## src/rtl/noc_pkg.sv

```systemverilog
// Shared NoC definitions: flit type codes, FSM states, buffer sizing and head-field packing.
package noc_pkg;

   // Flit type field encodings carried in the two most significant flit bits
   localparam logic [1:0] FLIT_BODY      = 2'b00;
   localparam logic [1:0] FLIT_HEAD      = 2'b01;
   localparam logic [1:0] FLIT_TAIL      = 2'b10;
   localparam logic [1:0] FLIT_HEAD_TAIL = 2'b11;

   // A flit is {type, dest, data}; type sits on top, data at bit 0
   localparam int FLIT_TYPE_W = 2;

   // Injector sequencing states
   typedef enum logic [1:0] {
      ST_IDLE,
      ST_HEAD,
      ST_BODY
   } inj_state_t;

   // Number of flit slots in one VC input buffer of the downstream node
   function automatic int buf_depth(input int buf_w, input int flit_w);
      return buf_w / flit_w;
   endfunction

   // Head payload: {source id, destination id, body length}, right aligned
   function automatic logic [31:0] pack_head(input int id_w, input int len_w,
                                             input logic [31:0] node,
                                             input logic [31:0] dest,
                                             input logic [31:0] len);
      return (node << (id_w + len_w)) | (dest << len_w) | len;
   endfunction

endpackage

```

## src/rtl/vc_credit_counter.sv

```systemverilog
// Credit counter for one virtual channel: tracks free slots in the downstream VC buffer.
module vc_credit_counter
   import noc_pkg::*;
#(
   parameter int DEPTH = 2
) (
   input  logic clk,
   input  logic reset,
   input  logic inc,
   input  logic dec,
   output logic avail
);

   localparam int CNT_W = $clog2(DEPTH + 1);

   logic [CNT_W-1:0] count;

   // Consume a credit per flit sent, regain one per returned slot; saturate at both ends
   always_ff @(posedge clk or negedge reset) begin
      if (!reset) begin
         count <= CNT_W'(DEPTH);
      end else if (inc && !dec) begin
         if (count != CNT_W'(DEPTH)) begin
            count <= count + 1'b1;
         end
      end else if (dec && !inc) begin
         if (count != '0) begin
            count <= count - 1'b1;
         end
      end
   end

   assign avail = (count != '0);

   // A credit returned while the counter is already full means the neighbour miscounted
   overflow_chk: assert property (@(posedge clk) disable iff (!reset)
      !(inc && !dec && count == CNT_W'(DEPTH)));

endmodule

```

## src/rtl/spidergon_flit_injector.sv

```systemverilog
// Local-port injector: turns packet requests plus payload words into credit-gated flits.
module spidergon_flit_injector
   import noc_pkg::*;
#(
   parameter int NUM_OF_NODES            = 8,
   parameter int NODE_ID                 = 0,
   parameter int FLIT_DATA_WIDTH         = 16,
   parameter int NODE_BUFFER_WIDTH       = 32,
   parameter int NUM_OF_VIRTUAL_CHANNELS = 2,
   parameter int MAX_BODY_FLITS          = 7
) (
   input  logic                                                       clk,
   input  logic                                                       reset,
   input  logic                                                       pkt_valid,
   output logic                                                       pkt_ready,
   input  logic [$clog2(NUM_OF_NODES)-1:0]                            pkt_dest,
   input  logic [$clog2(MAX_BODY_FLITS+1)-1:0]                        pkt_len,
   input  logic                                                       data_valid,
   output logic                                                       data_ready,
   input  logic [FLIT_DATA_WIDTH-1:0]                                 data_in,
   output logic                                                       flit_valid,
   output logic [FLIT_TYPE_W+$clog2(NUM_OF_NODES)+FLIT_DATA_WIDTH-1:0] flit_out,
   output logic [$clog2(NUM_OF_VIRTUAL_CHANNELS)-1:0]                 flit_vc,
   input  logic [NUM_OF_VIRTUAL_CHANNELS-1:0]                         credit_in,
   output logic                                                       err_self
);

   localparam int ID_W      = $clog2(NUM_OF_NODES);
   localparam int LEN_W     = $clog2(MAX_BODY_FLITS + 1);
   localparam int VC_W      = $clog2(NUM_OF_VIRTUAL_CHANNELS);
   localparam int BUF_DEPTH = buf_depth(NODE_BUFFER_WIDTH, FLIT_DATA_WIDTH);

   inj_state_t state, state_nxt;

   logic [ID_W-1:0]            dest_q;
   logic [LEN_W-1:0]           len_q;
   logic [LEN_W-1:0]           rem_q, rem_nxt;
   logic [VC_W-1:0]            vc_q, vc_sel;
   logic                       accept, self_drop, send, vc_ok;
   logic [1:0]                 type_nxt;
   logic [FLIT_DATA_WIDTH-1:0] data_nxt, head_data;
   logic [NUM_OF_VIRTUAL_CHANNELS-1:0] credit_avail, credit_dec;

   // Packets heading "backwards" across node 0 ride VC1 so the ring has a dateline
   assign vc_sel    = (pkt_dest < ID_W'(NODE_ID)) ? VC_W'(1) : '0;
   assign head_data = FLIT_DATA_WIDTH'(pack_head(ID_W, LEN_W, 32'(NODE_ID),
                                                 32'(dest_q), 32'(len_q)));
   assign vc_ok     = credit_avail[vc_q];
   assign pkt_ready = (state == ST_IDLE);

   // One credit counter per VC; only the VC of the current packet is charged
   for (genvar v = 0; v < NUM_OF_VIRTUAL_CHANNELS; v++) begin : g_credit
      vc_credit_counter #(.DEPTH(BUF_DEPTH)) u_cnt (
         .clk   (clk),
         .reset (reset),
         .inc   (credit_in[v]),
         .dec   (credit_dec[v]),
         .avail (credit_avail[v])
      );
   end

   // Charge the active VC for every flit launched this cycle
   always_comb begin
      credit_dec = '0;
      for (int v = 0; v < NUM_OF_VIRTUAL_CHANNELS; v++) begin
         credit_dec[v] = send && (vc_q == VC_W'(v));
      end
   end

   // Sequencing: pick the next flit to launch, when it may go, and where the FSM goes next
   always_comb begin
      state_nxt  = state;
      accept     = 1'b0;
      self_drop  = 1'b0;
      send       = 1'b0;
      data_ready = 1'b0;
      type_nxt   = FLIT_BODY;
      data_nxt   = '0;
      rem_nxt    = rem_q;
      case (state)
         ST_IDLE: begin
            if (pkt_valid) begin
               accept = 1'b1;
               if (pkt_dest == ID_W'(NODE_ID)) begin
                  self_drop = 1'b1;
               end else begin
                  state_nxt = ST_HEAD;
               end
            end
         end
         ST_HEAD: begin
            if (vc_ok) begin
               send     = 1'b1;
               data_nxt = head_data;
               rem_nxt  = len_q;
               if (len_q == '0) begin
                  type_nxt  = FLIT_HEAD_TAIL;
                  state_nxt = ST_IDLE;
               end else begin
                  type_nxt  = FLIT_HEAD;
                  state_nxt = ST_BODY;
               end
            end
         end
         ST_BODY: begin
            if (vc_ok && data_valid) begin
               data_ready = 1'b1;
               send       = 1'b1;
               data_nxt   = data_in;
               rem_nxt    = rem_q - 1'b1;
               if (rem_q == LEN_W'(1)) begin
                  type_nxt  = FLIT_TAIL;
                  state_nxt = ST_IDLE;
               end else begin
                  type_nxt  = FLIT_BODY;
               end
            end
         end
         default: state_nxt = ST_IDLE;
      endcase
   end

   // FSM state register
   always_ff @(posedge clk or negedge reset) begin
      if (!reset) begin
         state <= ST_IDLE;
      end else begin
         state <= state_nxt;
      end
   end

   // Latched packet fields and registered flit outputs
   always_ff @(posedge clk or negedge reset) begin
      if (!reset) begin
         dest_q     <= '0;
         len_q      <= '0;
         rem_q      <= '0;
         vc_q       <= '0;
         flit_valid <= 1'b0;
         flit_out   <= '0;
         flit_vc    <= '0;
         err_self   <= 1'b0;
      end else begin
         flit_valid <= send;
         err_self   <= self_drop;
         rem_q      <= rem_nxt;
         if (accept) begin
            dest_q <= pkt_dest;
            len_q  <= pkt_len;
            vc_q   <= vc_sel;
         end
         if (send) begin
            flit_out <= {type_nxt, dest_q, data_nxt};
            flit_vc  <= vc_q;
         end
      end
   end

endmodule

```

## config.mk

```make
export PLATFORM = sky130hd
export DESIGN_NAME = spidergon_flit_injector
export DESIGN_NICKNAME = d
export VERILOG_FILES = /design/src/rtl/noc_pkg.sv /design/src/rtl/vc_credit_counter.sv /design/src/rtl/spidergon_flit_injector.sv
export SDC_FILE = /design/constraint.sdc
export NUM_CORES = 1
export LEC_CHECK = 0
export ABC_AREA = 1
export CAP_MARGIN = 5
export CORE_MARGIN = 4
export CORE_UTILIZATION = 51
export CTS_BUF_LIST = sky130_fd_sc_hd__clkbuf_8
export CTS_CLUSTER_SIZE = 24
export DETAILED_ROUTE_END_ITERATION = 12
export PLACE_DENSITY = 0.85
export SLEW_MARGIN = 10
export SYNTH_ARGS = -nofsm -noshare
export SYNTH_HDL_FRONTEND = slang
export SYNTH_SLANG_ARGS = --single-unit
```

## constraint.sdc

```tcl
create_clock -name clk -period 4.49 [get_ports clk]
set_input_delay 0.449 -clock clk [delete_from_list [all_inputs] [get_ports clk]]
set_output_delay 0.449 -clock clk [all_outputs]
set_load 0.03 [all_outputs]
```

==> out/metrics.yaml <==
pwr:
  total_leakage_power_nw: 1.25
  ir_drop_mv: 0.341
  pwr-share-clk_pct: 16.5
  cellPowerDensity_mw_per_mm2: 687
  swShare_pct: 43.5
  internal_power_mw: 0.970
  combPwrFrac_pct: 50.2
  p_sw_mw: 0.747
  total_power_mw: 1.72
  sequentialPowerShare_pct: 33.3
place:
  gp_congestion: 0.861
  dp_hpwl_um: 2790
  io_buffers: 51
setup_path:
  crit_fanout: 22
  end_kind: "flip-flop"
  r2r_start: "state[1]$_DFFE_PN0P_"
  worstPathRequired_ps: 4650
  arrival_ps: 2750
  path_cells: "inv_1 > ha_1 > nand2_2 > nand2_2 > inv_1 > ha_1 > or2_2 > a21boi_0"
  crit_type: "reg2reg"
  worstSetupStartpoint: "state[1]$_DFFE_PN0P_"
  cp_slowest_cell: "ha_1"
  worst_setup_path_start_kind: "flip-flop"
  cp_slowest_stage_delay_ps: 500
clocking:
  h-tree-depth: 2
  clk_pin_slew_ps: 70
  hold_buffers: 0
  postCtsSetupBuffers: 0
  clock-sinks: 36
  clock_latency_ps: 300
  cts_buffers: 5
  cts_tree: "built"
  postCtsResizedCells: 0
  root_buffer: "clkbuf_8"
  ctsLongestPathBuffers: 2
sta:
  setup_viol: 0
  tns_ps: 0
  max_freq_ghz: 0.386
  hold_violations: 0
  tightest_slew_ps: 775
  slew_viol_final: 0
  rsz0062_at_grt: "no"
  max_slew_margin_pct: 48.3
  fin_skew_ps: 9.11
  post-route-min-period_ps: 2590
  period_share_pct: 57.7
layout:
  multiInputGateArea_um2: 866
  drive_above_1_share_pct: 16.9
  final_common_cell: "nand2_1"
  fill_cells: 262
  register_area_um2: 902
  antenna_cells: 0
  mostFrequentLayoutCells: "nand2_1, clkdlybuf4s50_1, dfrtp_1, nand3_2, inv_1"
  syn2layout_area_growth_pct: 33.3
  nets: 294
synth:
  synthDistinctLibCells: 24
  ys_seq_area_share_pct: 48.1
  syn_area_per_cell_um2: 9.01
  synth_nets: 242
  synthCells: 208
  netlist_area_mm2: 0.00187
  ys_seq_elements: 36
  yosysWarningCount: 0
routing:
  drt_iter0_drc: 127
  routed_wl_um: 3910
  drtPass1Iterations: 4
  viasPerCell: 4.91
  drc_errors: 0
  drt.antenna.violating_nets: 0
  vias: 1508
  routedWlPerCell_um: 12.7
grt:
  grt_start_max_net_pins: 37
  grt_pass1_vias: 1451
  overflow: 0
  grt_usage_pct: 18.9
  grt_antenna_before_repair: 0
  grt_pass1_wl_um: 6480
flow_run:
  cap_violations: 0
die:
  die_x_um: 68.6
  rows: 21
  dieArea_mm2: 0.00471
  core-area_mm2: 0.00344
  pin_count: 54
  die_y_um: 68.6
  start_util_pct: 54.5
outcome:
  status: "completed"
hold_path:
  hold_path.class: "in2async"
==> through the flow <==
| step | std cells | hold WS (ps) | worst slack (ps) | utilization (%) | area, um^2 |
|---|---|---|---|---|---|
| after floorplan | 208 | 153 | 2400 | - | 1870 |
| after global placement | 299 | 454 | 1880 | 69.4 | 2390 |
| after detailed placement | 299 | 458 | 1860 | 69.4 | 2390 |
| after CTS | 307 | 249 | 1880 | 72.6 | 2500 |
| after global routing | 307 | 291 | 1640 | 72.6 | 2500 |
| final | 307 | 228 | 1900 | 72.6 | 2500 |
==> cell type report <==
| cell class | instances | share of cell area [%] |
|---|---|---|
| inverters | 15 | 2.25 |
| repair buffers | 51 | 20.2 |
| clock inverters | 3 | 1.70 |
| flip-flops and latches | 36 | 36.1 |
| multi-input cells | 151 | 34.7 |
| well taps | 46 | 2.30 |
| clock buffers | 5 | 2.75 |
==> registers in the layout, summed over array words and instances, names as in the netlist <==
name	cells
len_q	3
g_credit.u_cnt.count	2
err_self	1
dest_q	3
rem_q	3
state	2
flit_valid	1
flit_out	21
==> worst max-delay path: cells and delay by family, from the launching register on <==
kind	cells	cell delay [ps]
AO/OA/AOI/OAI	1	130
adder cells (fa/ha/maj)	2	780
buffers and inverters	2	140
flip-flops	1	380
AND/OR/NAND/NOR	3	1020
==> path summary, 6_finish.rpt <==
check	to	slack, ps	cells past startpoint
min in group clk	flit_out[19]$_DFFE_PN0P_	490	2
max in group asynchronous	flit_out[3]$_DFFE_PN0P_	3770	1
worst min register to register	flit_out[19]$_DFFE_PN0P_	490	2
worst max register to register	g_credit[0].u_cnt.count[0]$_DFFE_PN0P_	1900	8
worst min-delay path	err_self$_DFF_PN0_	230	1
worst max-delay path	g_credit[0].u_cnt.count[0]$_DFFE_PN0P_	1900	8
==> per-layer routing <==
metal	GRT usage, %	vias to the layer above	routed length [um]
li1	-	758	-
met1	23.7	704	1700
met2	30.3	41	1920
met3	6.32	5	231
met4	6.70	0	58
met5	0	-	0
==> Yosys cell counts <==
| cell type | number | share of area [%] |
|---|---|---|
| mux2_2 | 4 | 2.4 |
| buf_4 | 3 | 1.2 |
| dfstp_2 | 1 | 1.4 |
| a21boi_0 | 1 | 0.40 |
| nor2_4 | 1 | 0.60 |
| conb_1 | 1 | 0.20 |
| or2_2 | 2 | 0.67 |
| o21ai_0 | 8 | 2.1 |
| nand2_1 | 83 | 17 |
| ha_1 | 6 | 4.0 |
| nand2_2 | 2 | 0.67 |
| dfrtp_1 | 35 | 47 |
| a21oi_1 | 4 | 1.1 |
| nor2_8 | 2 | 2.1 |
| nand2_4 | 1 | 0.60 |
| buf_2 | 1 | 0.27 |
| nor3_1 | 1 | 0.27 |
| inv_2 | 2 | 0.40 |
| inv_1 | 13 | 2.6 |
| o21ai_4 | 1 | 0.87 |
| nand3_2 | 19 | 10 |
| nor2_1 | 9 | 1.8 |
| buf_6 | 2 | 1.2 |
| nand3_1 | 6 | 1.6 |
==> kinds of logic (layout without fill, tap and decap cells) <==
logic type	after synthesis	after routing	share of synthesized area, %
flops	36	36	48.1
other cells	1	1	0.200
buf+inv	21	74	5.67
compound gates	14	14	4.47
fa+ha+maj	6	6	4.01
mux	4	4	2.40
simple gates	126	126	35.1
==> power by group through the flow <==
stage / Clock, mW / Combinational [mW] / Sequential [mW]
2_1_floorplan: 0 / 0.453 / 0.704
3_5_place_dp: 0 / 0.859 / 0.574
6_report: 0.284 / 0.861 / 0.572
5_1_grt: 0.303 / 0.951 / 0.587
3_3_place_gp: 0 / 0.839 / 0.570
4_1_cts: 0.286 / 0.870 / 0.572
(Power assumes the default switching activity.)
